$ cat config.mk
export PLATFORM = sky130hd
export DESIGN_NAME = stitch_pipeline_egress_fifo
export DESIGN_NICKNAME = d
export VERILOG_FILES = /design/src/rtl/stitch_pipeline_egress_fifo.sv
export SDC_FILE = /design/constraint.sdc
export NUM_CORES = 1
export LEC_CHECK = 0
export ABC_AREA = 0
export ABC_CLOCK_PERIOD_IN_PS = 5700
export BUFFER_PORTS_ARGS = -buffer_cell sky130_fd_sc_hd__buf_2
export CAP_MARGIN = 10
export CORE_UTILIZATION = 60
export DETAILED_ROUTE_END_ITERATION = 12
export GPL_ROUTABILITY_DRIVEN = 0
export PLACE_DENSITY_LB_ADDON = 0.2
export SYNTH_ARGS = -nofsm -noshare
export SYNTH_HDL_FRONTEND = slang
export SYNTH_SLANG_ARGS = --single-unit
$ cat constraint.sdc
create_clock -name clk -period 5.7 [get_ports clk]
set_input_delay 0.57 -clock clk [delete_from_list [all_inputs] [get_ports clk]]
set_output_delay 0.57 -clock clk [all_outputs]
set_load 0.01 [all_outputs]
$ cat src/rtl/stitch_pipeline_egress_fifo.sv
// -----------------------------------------------------------------------------
// stitch_pipeline_egress_fifo
//
// Credit-based egress buffer for a stitched valid pipeline that cannot stall.
// The producer's issue (in_valid of the pipeline) is gated by a credit counter,
// so the items in flight plus the items buffered never exceed DEPTH. Pipeline
// results are captured into a DEPTH-entry FIFO. The FIFO is presented to the
// consumer on a ready/valid interface.
//
// Ports:
//   clk            - clock, all state updates on posedge
//   rst            - async active-high reset; shared with the upstream pipeline
//   src_valid      - producer has an item to issue
//   src_ready      - a credit is available (used < DEPTH)
//   pipe_in_valid  - issue strobe to the pipeline (src_valid & src_ready)
//   pipe_out_valid - final-stage valid from the pipeline (push request)
//   pipe_out_data  - final-stage data from the pipeline
//   out_valid      - FIFO not empty
//   out_ready      - consumer accepts the head entry
//   out_data       - FIFO head entry
//   occupancy      - number of entries stored in the FIFO
//   protocol_err   - sticky flag: overflow push or pop with no credit in use
// -----------------------------------------------------------------------------
module stitch_pipeline_egress_fifo #(
  parameter int DATA_WIDTH = 32,
  parameter int DEPTH      = 4
) (
  input  logic                         clk,
  input  logic                         rst,
  input  logic                         src_valid,
  output logic                         src_ready,
  output logic                         pipe_in_valid,
  input  logic                         pipe_out_valid,
  input  logic [DATA_WIDTH-1:0]        pipe_out_data,
  output logic                         out_valid,
  input  logic                         out_ready,
  output logic [DATA_WIDTH-1:0]        out_data,
  output logic [$clog2(DEPTH+1)-1:0]   occupancy,
  output logic                         protocol_err
);

  localparam int CW = $clog2(DEPTH + 1);
  localparam int PW = (DEPTH > 1) ? $clog2(DEPTH) : 1;
  localparam logic [CW-1:0] DEPTH_C = CW'(DEPTH);
  localparam logic [PW-1:0] LAST_PTR = PW'(DEPTH - 1);

  logic [DATA_WIDTH-1:0] mem [DEPTH];
  logic [PW-1:0]         rd_ptr;
  logic [PW-1:0]         wr_ptr;
  logic [CW-1:0]         count;
  logic [CW-1:0]         used;
  logic                  err_q;

  logic issue;
  logic pop;
  logic full;
  logic push_ok;
  logic overflow;
  logic stale_pop;

  // The credit check looks only at registered state. A credit freed by a pop
  // becomes usable one cycle later. So the issue-to-credit-return loop is
  // pipeline latency + 2 cycles.
  assign src_ready     = (used < DEPTH_C);
  assign issue         = src_valid & src_ready;
  assign pipe_in_valid = issue;

  assign out_valid = (count != '0);
  assign pop       = out_valid & out_ready;
  assign full      = (count == DEPTH_C);

  // A push into a full FIFO is only legal when the head leaves in the same cycle.
  assign push_ok   = pipe_out_valid & (~full | pop);
  assign overflow  = pipe_out_valid & full & ~pop;
  assign stale_pop = pop & (used == '0);

  assign out_data     = mem[rd_ptr];
  assign occupancy    = count;
  assign protocol_err = err_q;

  // Storage has no reset. Its contents are meaningless while count is zero.
  always_ff @(posedge clk) begin
    if (push_ok) begin
      mem[wr_ptr] <= pipe_out_data;
    end
  end

  always_ff @(posedge clk or posedge rst) begin
    if (rst) begin
      rd_ptr <= '0;
      wr_ptr <= '0;
      count  <= '0;
      used   <= '0;
      err_q  <= 1'b0;
    end else begin
      if (push_ok) begin
        wr_ptr <= (wr_ptr == LAST_PTR) ? '0 : wr_ptr + PW'(1);
      end
      if (pop) begin
        rd_ptr <= (rd_ptr == LAST_PTR) ? '0 : rd_ptr + PW'(1);
      end

      case ({push_ok, pop})
        2'b10:   count <= count + CW'(1);
        2'b01:   count <= count - CW'(1);
        default: count <= count;
      endcase

      // A pop with no credit outstanding is a leftover result from before a reset.
      // It returns no credit, so used only follows the issue.
      case ({issue, pop})
        2'b10:   used <= used + CW'(1);
        2'b01:   used <= stale_pop ? '0 : used - CW'(1);
        2'b11:   used <= stale_pop ? CW'(1) : used;
        default: used <= used;
      endcase

      if (overflow || stale_pop) begin
        err_q <= 1'b1;
      end
    end
  end

endmodule
==> impl_metrics.py <==
metrics = {
    "outcome": {
        "status": "complete, no violations",
    },
    "pwr": {
        "switching_share_pct": 28.1,
        "power_density_mw_per_mm2": 553,
        "comb_power_share_pct": 25.4,
        "power_frac_clock_pct": 33.5,
        "cellLeakagePower_nw": 2.37,
        "p_int_mw": 2.60,
        "p_seq_share_pct": 41.1,
        "power_mw": 3.62,
        "peakVddDrop_uv": 299,
        "netSwitchingPower_mw": 1.02,
    },
    "clock_network": {
        "cts_tree": "yes",
        "htreeDepth": 4,
        "clk_latency_ns": 0.51,
        "cts_buffer_depth": 2,
        "post-cts-setup-buffers": 0,
        "numCtsBuffers": 17,
        "cts_sinks": 139,
        "ctsResizeCount": 0,
        "postCtsHoldBufs": 0,
        "path_clk_slew_ns": 0.06,
        "cts_root_buffer": "clkbuf_8",
    },
    "global_routing": {
        "grt.total_usage_pct": 20.6,
        "grtUsageMet2_pct": 32.1,
        "antenna_found_initial": 0,
        "use_met1_pct": 28.1,
        "grt_pass1_vias": 2620,
        "grt_start_max_net_pins": 35,
        "busiest_layer": "met2",
        "use_met3_pct": 5.78,
        "globalRouteOverflowTotal": 0,
        "grt_pass1_wl_um": 14100,
    },
    "critical_path": {
        "reg2reg_slack_ns": 3.41,
        "crit_required_ns": 5.13,
        "worst_setup_path_end_kind": "output port",
        "r2r-end": "occupancy[2]",
        "r2r_start": "occupancy[0]",
        "critical_path.cell_chain": "buf_4 > mux4_2 > buf_2",
        "start_kind": "flip-flop",
        "crit_cells": 3,
        "arrival_ns": 2.36,
        "max_stage_delay_ns": 0.61,
        "cp_slowest_cell": "dfrtp_2",
        "worstRegToRegCells": 9,
        "path_buf_inv": 2,
        "crit_fanout": 23,
        "crit_type": "reg2out",
        "crit_family": "buffers and inverters",
    },
    "finish": {
        "syn_to_final_growth_pct": 21.2,
        "mostFrequentLayoutCells": "edfxtp_1, buf_2, mux4_2",
        "drive_gt1_share_pct": 44.3,
        "antenna_cells": 0,
        "layout_commonest_cell": "edfxtp_1",
        "layout.nets": 384,
        "stdcell_count": 456,
        "post-route-util_pct": 75.0,
        "fin_area_mm2": 0.00654,
    },
    "routing": {
        "drcViolationCount": 0,
        "dr.pass1.iters": 4,
        "routed_via_density": 5.68,
        "drtIter0Drc": 122,
        "totalWireLength_um": 9060,
        "wl_per_cell_um": 19.9,
        "ant_nets": 0,
        "via_count": 2590,
    },
    "die": {
        "die_area_mm2": 0.00938,
        "num_rows": 34,
        "dieHeight_um": 96.8,
        "start_util_pct": 61.9,
        "core_area_mm2": 0.00872,
        "ios": 76,
        "die_w_um": 96.8,
    },
    "synth": {
        "synthCells": 249,
        "avgSynthCellArea_um2": 21.7,
        "yosysWarnings": 0,
        "async_flop_share_pct": 7.91,
        "ys_seq_area_share_pct": 76.3,
        "synth.distinct_cells": 33,
        "synth.ff_latch_count": 139,
        "yosys.area.top_type": "edfxtp_1",
        "synth_nets": 298,
        "synth_edf_count": 128,
        "synth_top_area_share_pct": 71.2,
        "syn-cell-area_mm2": 0.00540,
        "synthTopCellsByArea": "edfxtp_1, mux4_2, dfrtp_1",
        "synthFlopType": "edfxtp_1",
    },
    "job": {
        "max_cap_violations": 0,
    },
    "timing": {
        "fmaxAchievable_mhz": 341,
        "fin_crit_sh_pct": 51.4,
        "setup_tns_ns": 0,
        "finClkSkew_ns": 0.00942,
        "worst_slew_pin_slew_ns": 0.890,
        "fin_ws_ns": 2.77,
        "hold_viol_final": 0,
        "setup_viol": 0,
        "relSlewSlack_pct": 40.6,
        "finalMaxSlewViolations": 0,
        "grt_setup_unrepaired": "no",
        "fin_hold_ws_ns": 0.0705,
        "period_needed_ns": 2.93,
    },
    "placement": {
        "place_area_mm2": 0.00588,
        "port_buffers": 75,
        "place_inst": 424,
        "dp_slack_ns": 3.23,
        "dp_hpwl_um": 5090,
    },
    "hold_path": {
        "hp-class": "in2async",
    },
}
[state kept, by name, summed over array words and instances (netlist names)]
register,flops
mem,128
occupancy,3
used,3
rd_ptr,2
wr_ptr,2
protocol_err,1
[cell usage after synthesis, drive strengths merged (2+ instances only)]
cell / number
nand3: 2
edfxtp: 128
buf: 5
nor2: 5
o21ai: 3
inv: 12
nor4b: 2
mux4: 32
xor2: 2
dfrtp: 11
ha: 11
clkbuf: 4
a21o: 3
nand2: 9
and2: 4
[kinds of logic (layout without fill, tap and decap cells)]
kind of cell | after synthesis | in the layout | share of synthesized area [%]
AOI/OAI and AO/OA | 11 | 11 | 2.02
muxes | 34 | 34 | 13.8
DFF | 139 | 139 | 76.3
buffers and inverters | 21 | 120 | 1.62
xor gates and xnor gates | 3 | 3 | 0.487
adders and majority gates | 12 | 12 | 2.92
and+or+nand+nor | 29 | 29 | 2.81
[power groups by stage]
stage	clock network (mW)	logic [mW]	registers, mW
after floorplan	0	0.690	1.42
after global placement	0	0.920	1.50
after detailed placement	0	0.925	1.51
after CTS	1.22	0.933	1.49
after global routing	1.27	0.994	1.51
final	1.21	0.919	1.49
[worst max path at each step]
stage | start | endpoint | slack [ns]
6_report | rd_ptr[0] | out_data[31] | 2.77
5_1_grt | rd_ptr[0] | out_data[31] | 2.62
4_1_cts | rd_ptr[0] | out_data[31] | 2.71
3_5_place_dp | out_ready | occupancy[2] | 3.23
3_3_place_gp | rd_ptr[0] | out_data[22] | 3.25
2_1_floorplan | out_ready | occupancy[2] | 3.50
[final cells by class]
| class | instances | area (um^2) |
|---|---|---|
| Clock buffer | 19 | 422 |
| Clock inverter | 13 | 239 |
| Tap cell | 108 | 135 |
| Inverter | 12 | 47.5 |
| Sequential cell | 139 | 4120 |
| Multi-Input combinational cell | 89 | 1190 |
| Timing Repair Buffer | 76 | 383 |
| Fill cell | 472 | 2180 |
[worst register-to-register path: cells and delay by family, from the launching register on]
| family | cells | cell delay, ns |
|---|---|---|
| buffers and inverters | 2 | 0.16 |
| adders and majority gates | 2 | 0.56 |
| xor gates and xnor gates | 2 | 0.29 |
| and+or+nand+nor | 3 | 0.74 |
| DFF | 1 | 0.46 |
[per-layer routing]
metal	up-vias	routed length, um	share of wire, %
li1	1184	-	-
met4	0	109	1.2
met3	9	310	3.4
met2	74	4480	49
met5	-	0	0
met1	1323	4160	46
(Power assumes the default switching activity.)
